<file path="config.mk">
export PLATFORM = sky130hd
export DESIGN_NAME = hwpe_ctrl_periph_slv
export DESIGN_NICKNAME = d
export VERILOG_FILES = /design/src/rtl/hwpe_ctrl_periph_slv.sv
export SDC_FILE = /design/constraint.sdc
export NUM_CORES = 1
export LEC_CHECK = 0
export BUFFER_PORTS_ARGS = -buffer_cell sky130_fd_sc_hd__buf_2
export CORE_UTILIZATION = 35
export CTS_CLUSTER_DIAMETER = 80
export DETAILED_ROUTE_END_ITERATION = 7
export PLACE_DENSITY = 0.6
export SYNTH_ARGS = -nofsm -noshare
export SYNTH_HDL_FRONTEND = slang
export SYNTH_SLANG_ARGS = --single-unit
</file>
<file path="constraint.sdc">
create_clock -name clk_i -period 16.2 [get_ports clk_i]
set_input_delay 3.24 -clock clk_i [delete_from_list [all_inputs] [get_ports clk_i]]
set_output_delay 3.24 -clock clk_i [all_outputs]
set_load 0.1 [all_outputs]
</file>
<file path="src/rtl/hwpe_ctrl_periph_slv.sv">
// HWPE control-port responder: register decode, job parameters, job FSM and per-core events.
// Optional HWPE_CTRL_ERR_EN adds p_err_o flagging unmapped/illegal accesses and rejected triggers.
module hwpe_ctrl_periph_slv #(
   parameter int unsigned AddrWidth = 32,
   parameter int unsigned DataWidth = 32,
   parameter int unsigned NrCores   = 9,
   parameter int unsigned NumParams = 8
) (
   input  logic                           clk_i,
   input  logic                           rst_i,
   input  logic                           q_valid_i,
   output logic                           q_ready_o,
   input  logic [AddrWidth-1:0]           q_addr_i,
   input  logic                           q_write_i,
   input  logic [DataWidth-1:0]           q_data_i,
   input  logic [DataWidth/8-1:0]         q_strb_i,
   output logic                           p_valid_o,
   output logic [DataWidth-1:0]           p_data_o,
   output logic                           job_start_o,
   input  logic                           job_done_i,
   output logic [NumParams*DataWidth-1:0] params_o,
`ifdef HWPE_CTRL_ERR_EN
   output logic                           p_err_o,
`endif
   output logic [NrCores-1:0]             evt_o
);

   localparam int unsigned NB = DataWidth / 8;

   typedef enum logic [1:0] {IDLE, START, BUSY, DONE} state_e;

   state_e                 state_q, state_d;
   logic                   rdy_q;
   logic                   p_valid_q;
   logic [DataWidth-1:0]   p_data_q;
   logic                   done_q, rej_q;
   logic [31:0]            cycles_q;
   logic [NrCores-1:0]     evt_mask_q;
   logic [DataWidth-1:0]   params_q [NumParams];

   logic [5:0]             off;
   logic                   accept, wr_acc, rd_acc, busy;
   logic                   trig_wr, trig_fire, trig_rej, clr_wr;
   logic                   is_param;
   logic [DataWidth-1:0]   rdata;
   logic [DataWidth-1:0]   mask_wdata;
   logic                   unused_addr;

   function automatic logic [DataWidth-1:0] merge(input logic [DataWidth-1:0] old_v,
                                                  input logic [DataWidth-1:0] new_v,
                                                  input logic [NB-1:0]        strb);
      logic [DataWidth-1:0] r;
      r = old_v;
      for (int unsigned b = 0; b < NB; b++) begin
         if (strb[b]) r[8*b +: 8] = new_v[8*b +: 8];
      end
      return r;
   endfunction

   assign off         = q_addr_i[7:2];
   assign unused_addr = ^{q_addr_i[AddrWidth-1:8], q_addr_i[1:0]};

   // Ready drops only in START so the job launch never overlaps a register access.
   assign q_ready_o = rdy_q & (state_q != START);
   assign accept    = q_valid_i & q_ready_o;
   assign wr_acc    = accept & q_write_i;
   assign rd_acc    = accept & ~q_write_i;
   assign busy      = (state_q != IDLE);

   assign trig_wr   = wr_acc & (off == 6'h00) & (|q_strb_i);
   assign trig_fire = trig_wr & ~busy;
   assign trig_rej  = trig_wr & busy;
   assign clr_wr    = wr_acc & (off == 6'h02) & q_strb_i[0];

   assign job_start_o = (state_q == START);
   assign evt_o       = (state_q == DONE) ? evt_mask_q : '0;
   assign p_valid_o   = p_valid_q;
   assign p_data_o    = p_data_q;

   for (genvar g = 0; g < NumParams; g++) begin : g_params
      assign params_o[g*DataWidth +: DataWidth] = params_q[g];
   end

   always_comb begin
      is_param = 1'b0;
      for (int unsigned i = 0; i < NumParams; i++) begin
         if (off == 6'(8 + i)) is_param = 1'b1;
      end
   end

   always_comb begin
      rdata = '0;
      case (off)
         6'h01:   rdata[2:0] = {rej_q, done_q, busy};
         6'h03:   rdata = cycles_q;
         6'h04:   rdata[NrCores-1:0] = evt_mask_q;
         default: begin
            for (int unsigned i = 0; i < NumParams; i++) begin
               if (off == 6'(8 + i)) rdata = params_q[i];
            end
         end
      endcase
   end

   always_comb mask_wdata = merge(DataWidth'(evt_mask_q), q_data_i, q_strb_i);

   always_comb begin
      state_d = state_q;
      case (state_q)
         IDLE:    if (trig_fire) state_d = START;
         START:   state_d = BUSY;
         BUSY:    if (job_done_i) state_d = DONE;
         DONE:    state_d = IDLE;
         default: state_d = IDLE;
      endcase
   end

   always_ff @(posedge clk_i or posedge rst_i) begin
      if (rst_i) begin
         state_q   <= IDLE;
         rdy_q     <= 1'b0;
         p_valid_q <= 1'b0;
         p_data_q  <= '0;
      end else begin
         state_q   <= state_d;
         rdy_q     <= 1'b1;
         p_valid_q <= accept;
         p_data_q  <= rd_acc ? rdata : '0;
      end
   end

   always_ff @(posedge clk_i or posedge rst_i) begin
      if (rst_i) begin
         done_q     <= 1'b0;
         rej_q      <= 1'b0;
         cycles_q   <= '0;
         evt_mask_q <= '0;
         for (int unsigned i = 0; i < NumParams; i++) params_q[i] <= '0;
      end else begin
         // Set has priority over a same-cycle software clear.
         if (state_q == DONE)              done_q <= 1'b1;
         else if (clr_wr && q_data_i[0])   done_q <= 1'b0;

         if (trig_rej)                     rej_q <= 1'b1;
         else if (clr_wr && q_data_i[2])   rej_q <= 1'b0;

         if (trig_fire)                    cycles_q <= '0;
         else if (clr_wr && q_data_i[1])   cycles_q <= '0;
         else if (state_q == BUSY && cycles_q != '1) cycles_q <= cycles_q + 32'd1;

         if (wr_acc && off == 6'h04) evt_mask_q <= mask_wdata[NrCores-1:0];

         for (int unsigned i = 0; i < NumParams; i++) begin
            if (wr_acc && off == 6'(8 + i)) params_q[i] <= merge(params_q[i], q_data_i, q_strb_i);
         end
      end
   end

`ifdef HWPE_CTRL_ERR_EN
   logic err_d;
   logic p_err_q;

   always_comb begin
      err_d = 1'b0;
      if (!(off <= 6'h04 || is_param))                 err_d = 1'b1;
      if (q_write_i && (off == 6'h01 || off == 6'h03)) err_d = 1'b1;
      if (!q_write_i && (off == 6'h00 || off == 6'h02)) err_d = 1'b1;
      if (trig_rej)                                     err_d = 1'b1;
   end

   always_ff @(posedge clk_i or posedge rst_i) begin
      if (rst_i) p_err_q <= 1'b0;
      else       p_err_q <= accept & err_d;
   end

   assign p_err_o = p_err_q;
`endif

endmodule

</file>
* Word level (Yosys, flattened, before mapping)
Cells that the tools add are included.
** Cells by class
- Mux-type cells :: 23
- Shift-type cells :: 0
- Bitwise gates (word level) :: 12
- Equal/unequal tests :: 19
- Div/mod/pow operators :: 0
- Multiply operators :: 0
- Reduce and logical (&&, ||, !) cells :: 56
- $add $sub $neg :: 1
- Magnitude comparators :: 0
** Operator list (count)
- $mux 32 :: 12
- $reduce_and 2->1 :: 35
- $eq 6x4->1 const B :: 8
- $pmux 23 s2 :: 1
- $add 32x1->32 const B :: 1
- $ne 32x32->1 const B :: 1
- $pmux 6 s3 :: 1
- $logic_and 1x1->1 :: 13
- $eq 6x2->1 const B :: 2
- $and 1x1->1 :: 10
- $mux 9 :: 1
- $pmux 3 s3 :: 1
- $pmux 2 s4 :: 1
- $eq 6x1->1 const B :: 1
- $eq 6x3->1 const B :: 1
- $logic_not 6->1 :: 1
- $reduce_bool 2->1 :: 3
- $eq 2x2->1 const B :: 2
- $mux 1 :: 4
- $mux 2 :: 2
- $ne 2x2->1 const B :: 2
- $reduce_or 4->1 :: 1
- $reduce_bool 3->1 :: 1
- $eq 2x1->1 const B :: 1
- other kinds (4) :: 5
** Storage, ports and cells
- Bits of input ports :: 73
- Latch bits :: 0
- Register bits :: 335
- Memory bits (writable) :: 0
- Logic and storage cells :: 152
- ROM bits :: 0
- Memories :: 0

* Longest topological paths before layout
Gate-level depths: netlist of the first run.
- Depth in word-level cells :: 11
- Depth in mapped cells :: 9
- Mapped depth without buffers :: 7

* Worst setup path before layout of the first run
OpenSTA, ideal clock, no wires.
- Path kind :: register to output
- Start :: register state_q[1]
- End :: output port q_ready_o
- Path slack :: 10.448 ns
- Data arrival time :: 2.512 ns
- Stages on the path, launching flop included :: 4
- Cell sequence :: dfrtp_1 -> inv_1 -> ha_1 -> nor2b_1
** Between the ends
- Longest elaborated chain between the ends :: 2
** Ends and longest elaborated chain
- start: declaration :: line 32 : state_e state_q, state_d;
- start signal: assignment :: line 125 : state_q <= state_d;
- $ne 2x1->1 :: line 64 : assign q_ready_o = rdy_q & (state_q != START);
- $and 1x1->1 :: line 64
- end: declaration :: line 12 : output logic q_ready_o,
Every way passes these cells.

* Final worst setup path of the first run
- Start :: input port q_addr_i[3]
- End :: register params_q, in the netlist params_o[88]
** Between the ends
- Longest elaborated chain between the ends :: 3
** Ends and longest elaborated chain
- start: declaration :: line 13 : input logic [AddrWidth-1:0] q_addr_i,
- $eq 6x4->1 :: line 154 : if (wr_acc && off == 6'(8 + i)) params_q[i] <= merge(params_q[i], q_data_i, q_strb_i);
- $logic_and 1x1->1 :: line 154
- $reduce_and 2->1 (no line)
- end signal: indexed assignment :: line 154
- end: declaration :: line 39 : logic [DataWidth-1:0] params_q [NumParams];
Every way passes these cells.
A chain may end at the register's enable or synchronous reset.

==> results of run 1 <==
[placed cells by master, fill, tap and decap left out, drive strengths merged, types with 25 or more instances in the layout]
cell and n:
buf 362, o21ai 43, mux2 284, or3 27, clkbuf 56, nor2 34, nand2 85, nand3 28
mux2i 25, a21oi 58, a22oi 28, dfrtp 335
[power by group through the flow]
stage	clock [W]	sequential (W)	combinational, W
floorplan	0	0.00109	0.000190
global placement	0	0.000962	0.000433
detailed placement	0	0.000965	0.000440
CTS	0.000952	0.000951	0.000441
global route	0.000987	0.000959	0.000468
finish	0.000935	0.000951	0.000440
[kinds of logic (layout without fill, tap and decap cells)]
family / after synthesis / count (layout)
xor+xnor: 1 / 1
flops: 335 / 335
simple gates: 256 / 256
fa+ha+maj: 6 / 6
mux: 326 / 326
buf+inv: 74 / 450
other cells: 1 / 4
compound gates: 227 / 227
[routing by layer]
| layer | part of all wire (%) | track usage [%] | routed length (µm) | vias to the layer above |
|---|---|---|---|---|
| met5 | 0 | 0 | 0 | - |
| met4 | 4.8 | 12.0 | 2760 | 0 |
| met3 | 7.3 | 5.60 | 4170 | 136 |
| met2 | 46 | 38.2 | 26100 | 518 |
| met1 | 42 | 33.5 | 24000 | 6336 |
| li1 | - | - | - | 5325 |
[through the flow]
| stage | cell area, µm² | hold slack, ps | util, % |
|---|---|---|---|
| finish | 19300 | 487 | 43.8 |
| global route | 19300 | 497 | 43.8 |
| CTS | 19300 | 484 | 43.7 |
| detailed placement | 17900 | 471 | 40.7 |
| global placement | 17900 | 464 | 40.7 |
| floorplan | 15600 | 444 | - |
[path summary, 6_finish.rpt]
kind / startpoint / end / slack [ps] / cells after the start
setup / recovery: q_addr_i[3] / params_o[88] / 10180 / 6
hold / removal: done_q / done_q / 490 / 1
setup reg to reg: state_q[1] / params_o[110] / 13240 / 7
hold reg to reg: done_q / done_q / 490 / 1
max in group asynchronous: rst_i / params_o[153] / 11910 / 3
min in group asynchronous: rst_i / p_data_o[6] / 2770 / 2
[layout make-up]
| type | instances | area [µm²] |
|---|---|---|
| tap | 592 | 741 |
| antenna | 3 | 7.51 |
| timing repair buffer | 362 | 1870 |
| sequential | 335 | 8380 |
| inverter | 19 | 78.8 |
| fill | 4229 | 24800 |
| clock buffer | 56 | 1140 |
| multi-input combinational | 817 | 6880 |
| clock inverter | 13 | 208 |
[state kept, by name (all words and copies together), names as in the netlist]
register    flops
p_valid_o       1
evt_mask_q      9
params_o      256
state_q         2
done_q          1
p_data_o       32
cycles_q       32
rdy_q           1
rej_q           1
==> out/metrics.csv, run 1 <==
metric,value,unit
grt_pass1_wl,83000,µm
clock_skew,15.6,ps
holdBufCountCts,0,
worstMarginPinSlew,1110,ps
die_area,0.0454,mm²
drv_slew,0,
syn_avg_cell_area,12.7,µm²
cp-end-kind,flip-flop,
crit_chain,"buf_4, buf_4, nand2b_1, nor2_1, nand2_1, mux2_2",
synth_area_leader_cell,dfrtp_1,
ant_nets,0,
crit_top_cell,buf_4,
rows,77,
comb_power_share,18.9,%
nNetsFinal,1654,
cts_tree,yes,
wl_per_cell,26.0,µm
drtPass1Iterations,6,
dominantRegCellSynth,dfrtp_1,
grt_max_degree,169,
power_density,120,mW/mm²
max_slew_margin,26.1,%
synth_top_area_share,53.7,%
clock.fmax,166,MHz
syn_nets,1305,
synth_area_leaders,"dfrtp_1 (54%), mux2_2 (20%), mux4_2 (2.5%)",
ys_seq_area_share,53.7,%
synth-xor-area-share,0.0561,%
clockBufferDepth,3,
p_clk_share,40.2,%
hpwl,40000,µm
setup_viol,0,
grt_pass1_vias,12500,
worstSetupStartpointType,input pin,
dp_cells,2125,
synth_mux_area_share,24.5,%
cts_buffers,40,
gp_congestion,0.890,
power_leakage,9.96,nW
synthDistinctLibCells,76,
drive_gt1_share,47.0,%
synth_top_family_by_area,multiplexers,
status,"finished, final reports clean",
max-vdd-ir-drop,0.0678,mV
async_reset_ff_share,100,%
die_y,213,µm
internal-power,0.00156,W
path_buf_inv,2,
power_switching_share,32.9,%
synth_area,0.0156,mm²
synth_edf_count,0,
io_pins,373,
final_cells,2197,
root_buffer,clkbuf_16,
period_needed,6020,ps
grt_use_total,25.0,%
drc,0,
overflow,0,
seq_power_share,40.9,%
clkSinkCount,335,
fin_ws,10180,ps
area_growth,23.7,%
vias_per_cell,5.61,
yosys_warnings,0,
post-cts-setup-buffer-count,0,
cpPeakStageDelay,780,ps
drt_iter0_markers,883,
start_util,35.4,%
synthCells,1226,
synthSimpleGateAreaFrac,9.02,%
p_sw,0.000765,W
io_buffers,346,
rsz0062_at_grt,false,
dp_slack,9710,ps
p_total,0.00233,W
routed_wl,57100,µm
cts_resized,0,
maxCapViolations,0,
antenna_found_initial,4,
clk-insertion-delay-late,540,ps
min_path_type,flip-flop to flip-flop,
fin_crit_sh,37.2,%
die_w,213,µm
worst_path_max_delay_cell,nor2_1,
clkTransAtPathRegs,60,ps
yosys.area_share.adder,0.481,%
crit_arrival,6440,ps
num_vias,12300,
synth_commonest_cells,"dfrtp_1 (335), mux2_2 (284), nand2_1 (81)",
tns,0,ps
yosys_register_bits,335,
crit_required,16620,ps
path_class,input pin to flip-flop,
core_region_area,0.0441,mm²
synth_compound_area_share,9.91,%
timing_hold_violations_final,0,
htree_levels,2,
yosysMostFrequentCell,dfrtp_1,
path_delay_family,simple AND/OR/NAND/NOR gates,
crit_fanout,35,
No activity file was read; power rests on OpenSTA's default activity.
==> inputs of run 2 (changes only) <==
--- a/config.mk
+++ b/config.mk
@@ -9,7 +9,7 @@
 export CORE_UTILIZATION = 35
 export CTS_CLUSTER_DIAMETER = 80
 export DETAILED_ROUTE_END_ITERATION = 7
-export PLACE_DENSITY = 0.6
+export PLACE_DENSITY = 0.62
 export SYNTH_ARGS = -nofsm -noshare
 export SYNTH_HDL_FRONTEND = slang
 export SYNTH_SLANG_ARGS = --single-unit
==> constraint.sdc (replaced) <==
create_clock -name clk_i -period 5.2 [get_ports clk_i]
set_input_delay 1.04 -clock clk_i [delete_from_list [all_inputs] [get_ports clk_i]]
set_output_delay 1.04 -clock clk_i [all_outputs]
set_load 0.1 [all_outputs]
==> run 2 against run 1 <==
Effect of this change:
- clock power rose to 2.8 times the previous value
- count of clock-buffer cells in the layout unchanged
- die area unchanged
- critical path type unchanged
- first-iteration DRC count up 9.6%
- combinational power rose to 3.1 times the previous value
- final cell count up 0.14%
- total power rose to 3.0 times the previous value
- largest power group unchanged
- highest routed layer unchanged
==> out/metrics.csv, run 2 (synthesis results as in run 1) <==
metric,value,unit,change
status,"finished, final reports clean",,
rsz0062_at_grt,false,,
reg2reg_to,params_o[12],,
post-cts-setup-buffer-count,0,,unchanged
die_y,213,µm,unchanged
holdBufCountCts,0,,unchanged
crit_arrival,3900,ps,-2540 ps
fin_ws,1740,ps,-8440 ps
setup_viol,0,,unchanged
clkSinkCount,335,,unchanged
clockBufferDepth,3,,unchanged
path_class,input pin to flip-flop,,
drive_gt1_share,47.0,%,about the same
largest_reg_flops,256,,unchanged
power_density,362,mW/mm²,+200%
ant_nets,0,,unchanged
reg2regPathDepth,7,,unchanged
worstSetupStartpointType,input pin,,
area_growth,23.2,%,
grt_max_degree,103,,-39%
gp_congestion,0.855,,-3.9%
maxCapViolations,0,,unchanged
min_path_type,flip-flop to flip-flop,,
final_cell_mix,"buf_2 (345), dfrtp_1 (335), mux2_2 (284)",,
ff2ff_setup_slack,2190,ps,"-11,050 ps"
min_to,done_q,,
io_pins,373,,unchanged
clkTransAtPathRegs,60,ps,about the same
cpPeakStageDelay,810,ps,+30 ps
hpwl,39800,µm,-0.46%
num-fill-cells,4208,,-0.50%
overflow,0,,unchanged
timing_hold_violations_final,0,,unchanged
io_buffers,346,,unchanged
dp_slack,1360,ps,-8350 ps
fin_crit_sh,66.6,%,
worstHoldStart,done_q,,
grt_use_total,24.6,%,-0.44 points
rows,77,,unchanged
nNetsFinal,1662,,+0.48%
clock.fmax,289,MHz,
root_buffer,clkbuf_16,,
drtPass1Iterations,5,,-1
num_vias,12400,,+1.0%
worst_path_max_delay_cell,nor2_1,,
clock_skew,11.4,ps,-4.29 ps
drt_iter0_markers,968,,+9.6%
core_region_area,0.0441,mm²,unchanged
htree_levels,2,,unchanged
vias_per_cell,5.66,,+0.90%
layout_commonest_cell,buf_2,,
cts_resized,0,,unchanged
max_slew_margin,29.0,%,+2.8 points
r2r-start,state_q[1],,
max-vdd-ir-drop,0.242,mV,+260%
fin_hold_ws,484,ps,-3.12 ps
cts_tree,yes,,
clk-insertion-delay-late,550,ps,about the same
cts_buffers,39,,-2.5%
die_area,0.0454,mm²,unchanged
die_w,213,µm,unchanged
path_depth,6,,unchanged
crit_fanout,22,,-37%
fin_util,43.6,%,-0.19 points
drc,0,,unchanged
hold_depth,1,,unchanged
routed_wl,56300,µm,-1.3%
grt_pass1_vias,12300,,-1.7%
grt_pass1_wl,81300,µm,-2.1%
cp-end-kind,flip-flop,,
wl_per_cell,25.6,µm,-1.4%
start_util,35.4,%,unchanged
crit_chain,"buf_2, nand2b_1, buf_4, nor2_1, nand2_1, mux2_2",,
path_buf_inv,2,,unchanged
worstMarginPinSlew,1060,ps,-43.7 ps
drv_slew,0,,unchanged
power_leakage,9.93,nW,-0.35%
period_needed,3460,ps,
antenna_found_initial,2,,-2
path_delay_family,simple AND/OR/NAND/NOR gates,,
critPathLaunch,q_addr_i[2],,
crit_required,5640,ps,"-10,980 ps"
## run 2: changes by cell type in the layout (fill, tap and decap cells not counted)
cell and delta:
buf_4 +7, clkbuf_16 -2, bufinv_16 -4, clkinv_4 -2, diode_2 -1, buf_12 +2, clkinvlp_4 +1, clkbuf_1 +2
## run 2: layout make-up
| cell class | instances | area, µm² | area share [%] |
|---|---|---|---|
| diodes | 2 | 5.00 | 0.0260 |
| clock buffers | 56 | 1100 | 5.72 |
| clock inverters | 8 | 81.3 | 0.423 |
| inverters | 19 | 75.1 | 0.390 |
| multi-input cells | 817 | 6880 | 35.8 |
| flip-flops and latches | 335 | 8380 | 43.6 |
| well taps | 592 | 741 | 3.85 |
| repair buffers | 371 | 1960 | 10.2 |
## run 2: layer usage
layer	track usage, %	part of all wire (%)	vias up	wire length [µm]
li1	-	-	5335	-
met5	0	0	-	0
met1	33.2	43	6459	24000
met3	6.49	7.5	137	4250
met4	11.7	4.8	0	2720
met2	36.5	45	512	25300
## run 2: through the flow
step / std cells / instance area (µm²) / total power [W] / TNS [ps]
floorplan: 1226 / 15600 / 0.00400 / -106060
global placement: 2134 / 18000 / 0.00435 / 0
detailed placement: 2134 / 18000 / 0.00439 / 0
CTS: 2198 / 19200 / 0.00702 / 0
global route: 2200 / 19200 / 0.00723 / 0
finish: 2200 / 19200 / 0.00697 / 0
## run 2: worst max-delay path by stage
stage	slack (ps)	endpoint
5_1_grt	1850	p_data_o[10]
4_1_cts	1990	params_o[92]
6_report	1740	params_o[55]
2_1_floorplan	-320	cycles_q[0]
3_3_place_gp	1420	params_o[155]
3_5_place_dp	1360	params_o[92]
## run 2: worst register-to-register path, delay by kind of cell, from the launching register on
family                     cells  cell delay [ps]
DFF                            1              400
adders and majority gates      1              250
buffers and inverters          1              100
muxes                          1              440
and+or+nand+nor                4             1710
## run 2: power breakdown
part           internal [W]  switching, W  total [W]
combinational      0.000329       0.00105    0.00138
sequential          0.00276      0.000203    0.00296
clock               0.00152       0.00111    0.00263
total               0.00461       0.00236    0.00697
==> inputs of run 3 (changes only) <==
--- a/config.mk
+++ b/config.mk
@@ -5,11 +5,12 @@
 export SDC_FILE = /design/constraint.sdc
 export NUM_CORES = 1
 export LEC_CHECK = 0
+export ABC_AREA = 1
 export BUFFER_PORTS_ARGS = -buffer_cell sky130_fd_sc_hd__buf_2
 export CORE_UTILIZATION = 35
 export CTS_CLUSTER_DIAMETER = 80
 export DETAILED_ROUTE_END_ITERATION = 7
-export PLACE_DENSITY = 0.62
+export PLACE_DENSITY = 0.6
 export SYNTH_ARGS = -nofsm -noshare
 export SYNTH_HDL_FRONTEND = slang
 export SYNTH_SLANG_ARGS = --single-unit
==> constraint.sdc (replaced) <==
create_clock -name clk_i -period 3.2 [get_ports clk_i]
set_input_delay 0.64 -clock clk_i [delete_from_list [all_inputs] [get_ports clk_i]]
set_output_delay 0.64 -clock clk_i [all_outputs]
set_load 0.1 [all_outputs]
==> run 3 against run 2 <==
Effect of this change:
- first-iteration DRC count is 23% higher
- count of clock-buffer cells in the layout is 3 higher
- sequential cell count stayed put
- non-clock buffer count is 11 higher
- routed wire length is 3.8% higher
- critical path type is now flip-flop to flip-flop
- largest cell class unchanged
- largest power group is now clock
==> out/metrics.csv, run 3 <==
metric,value,unit,change
grt_pass1_vias,14100,,+15%
crit_chain,"inv_1, ha_1, nor2_4, nand2_1, inv_2, nand2_2, nor2_1, nand2_1, o21ai_0",,
wl_per_cell,20.1,µm,-21%
worstSetupStartpointType,flip-flop,,
yosys_warnings,0,,unchanged
io_pins,373,,unchanged
nNetsFinal,2369,,+43%
ys_seq_area_share,53.8,%,about the same
grt_max_degree,96,,-6.8%
max-vdd-ir-drop,0.332,mV,+37%
root_buffer,clkbuf_16,,
max_slew_margin,55.2,%,+26 points
io_buffers,346,,unchanged
synth_mux_area_share,0,%,-25 points
cp-end-kind,flip-flop,,
status,"finished, final reports clean",,
core_region_area,0.0436,mm²,-1.3%
clock.fmax,366,MHz,
layout_commonest_cell,nand2_1,,
hpwl,43400,µm,+8.9%
crit_required,3650,ps,-1990 ps
clkSinkCount,335,,unchanged
synth_edf_count,0,,unchanged
grt_pass1_wl,88100,µm,+8.4%
drt_iter0_markers,1195,,+23%
synthDistinctLibCells,34,,-55%
fin_util,44.6,%,+1.0 points
gp_congestion,0.952,,+11%
rows,76,,-1.3%
yosys_register_bits,335,,unchanged
die_w,213,µm,about the same
routed_wl,58500,µm,+3.8%
syn_nets,2029,,+55%
setup_viol,0,,unchanged
htree_levels,2,,unchanged
cts_tree,yes,,
path_delay_family,simple AND/OR/NAND/NOR gates,,
drv_slew,0,,unchanged
dominantRegCellSynth,dfrtp_1,,
cpPeakStageDelay,540,ps,-270 ps
cts_buffers,40,,+2.6%
start_util,35.8,%,+0.43 points
synth_area_leaders,"dfrtp_1 (54%), nand2_1 (17%), o21ai_0 (9.1%)",,
final_cell_mix,"nand2_1 (689), buf_2 (346), dfrtp_1 (335)",,
synth_compound_area_share,13.1,%,+3.2 points
yosys.area_share.adder,0.481,%,about the same
path_class,flip-flop to flip-flop,,
post-cts-setup-buffer-count,0,,unchanged
clock_skew,15.0,ps,+3.66 ps
die_y,213,µm,about the same
drive_gt1_share,22.1,%,-25 points
synth_top_family_by_area,simple AND/OR/NAND/NOR gates,,
ant_nets,0,,unchanged
synth_top_area_share,53.8,%,about the same
async_reset_ff_share,100,%,unchanged
num_vias,14800,,+19%
power_density,579,mW/mm²,+60%
drtPass1Iterations,6,,+1
yosysMostFrequentCell,nand2_1,,
fin_crit_sh,85.4,%,
timing_hold_violations_final,0,,unchanged
crit_arrival,3180,ps,-720 ps
crit_top_cell,nand2_1,,
p_total,0.0112,W,+61%
num-fill-cells,4484,,+6.6%
worstMarginPinSlew,670,ps,-393 ps
area_growth,24.5,%,
drc,0,,unchanged
period_needed,2730,ps,
worst_path_max_delay_cell,nor2_1,,
power_leakage,9.93,nW,about the same
overflow,0,,unchanged
holdBufCountCts,0,,unchanged
crit_fanout,16,,-27%
synth_commonest_cells,"nand2_1 (689), dfrtp_1 (335), o21ai_0 (284)",,
vias_per_cell,5.08,,-10%
clkTransAtPathRegs,60,ps,about the same
clk-insertion-delay-late,560,ps,about the same
die_area,0.0454,mm²,about the same
antenna_found_initial,4,,+2
largest_reg_flops,256,,unchanged
path_buf_inv,2,,unchanged
tns,0,ps,unchanged
cts_resized,0,,unchanged
synth-xor-area-share,1.01,%,+0.95 points
synthCells,1950,,+59%
min_path_type,input pin to async pin,,
synth_area,0.0156,mm²,about the same
clockBufferDepth,3,,unchanged
synth_area_leader_cell,dfrtp_1,,
syn_avg_cell_area,8.00,µm²,-37%
synthSimpleGateAreaFrac,25.3,%,+16 points
maxCapViolations,0,,unchanged
grt_use_total,26.0,%,+1.4 points
rsz0062_at_grt,false,,
[run 3: changes by cell type after synthesis, moves of 19 or more]
| cell | change |
|---|---|
| or3_1 | -27 |
| a22oi_1 | -28 |
| o21ai_1 | +38 |
| nand2_1 | +608 |
| nor2_1 | +61 |
| or2_2 | +22 |
| inv_1 | +123 |
| mux2i_1 | -25 |
| a21oi_1 | +19 |
| o21ai_0 | +244 |
| nand4_1 | +52 |
| mux2_2 | -284 |
| clkbuf_1 | +21 |
[run 3: worst paths after layout]
check	slack, ps	startpoint	endpoint	depth (start not counted)
max reg2reg	470	state_q[1]	params_o[214]	9
min in group clk_i	340	q_valid_i	p_valid_o	3
min reg2reg	490	done_q	done_q	1
min	70	rst_i	p_data_o[7]	2
max	470	state_q[1]	params_o[214]	9
max in group asynchronous	2260	rst_i	params_o[81]	4
[run 3: metrics by stage]
stage | worst slack, ps | instances | cell area [µm²] | hold WS, ps
floorplan | -1920 | 1950 | 15600 | 454
global placement | 204 | 2833 | 18100 | 468
detailed placement | 164 | 2833 | 18100 | 477
CTS | 420 | 2903 | 19400 | 54.2
global route | 296 | 2903 | 19400 | 76.3
finish | 469 | 2907 | 19400 | 71.6
[run 3: kinds of logic after synthesis]
logic type	after synthesis
AND/OR/NAND/NOR	945
AO/OA/AOI/OAI	406
flip-flops	335
buffers and inverters	239
XOR/XNOR	18
adder cells (fa/ha/maj)	6
other	1
[run 3: cell type report]
class | instances | area (µm²) | area share, %
well taps | 585 | 732 | 3.77
inverters | 155 | 586 | 3.02
multi-input cells | 1376 | 6260 | 32.2
diodes | 4 | 10.0 | 0.0515
clock buffers | 59 | 1170 | 6.04
repair buffers | 382 | 2100 | 10.8
flip-flops and latches | 335 | 8380 | 43.2
clock inverters | 11 | 170 | 0.876
[run 3: metal layers]
metal  vias up  share of wire (%)  GRT usage [%]  wire, µm
li1       6967                  -              -         -
met1      7208                 44           36.1     25600
met2       503                 45           39.6     26400
met3        92                8.2           6.80      4800
met4         2                2.8           7.81      1660
met5         -              0.022              0        13
[run 3: report_power, final]
part	total, W	internal (W)	switching, W	leakage [nW]
logic	0.00197	0.000318	0.00166	4.65
clock network	0.00470	0.00286	0.00184	0.653
registers	0.00457	0.00441	0.000154	4.63
total	0.0112	0.00759	0.00365	9.93
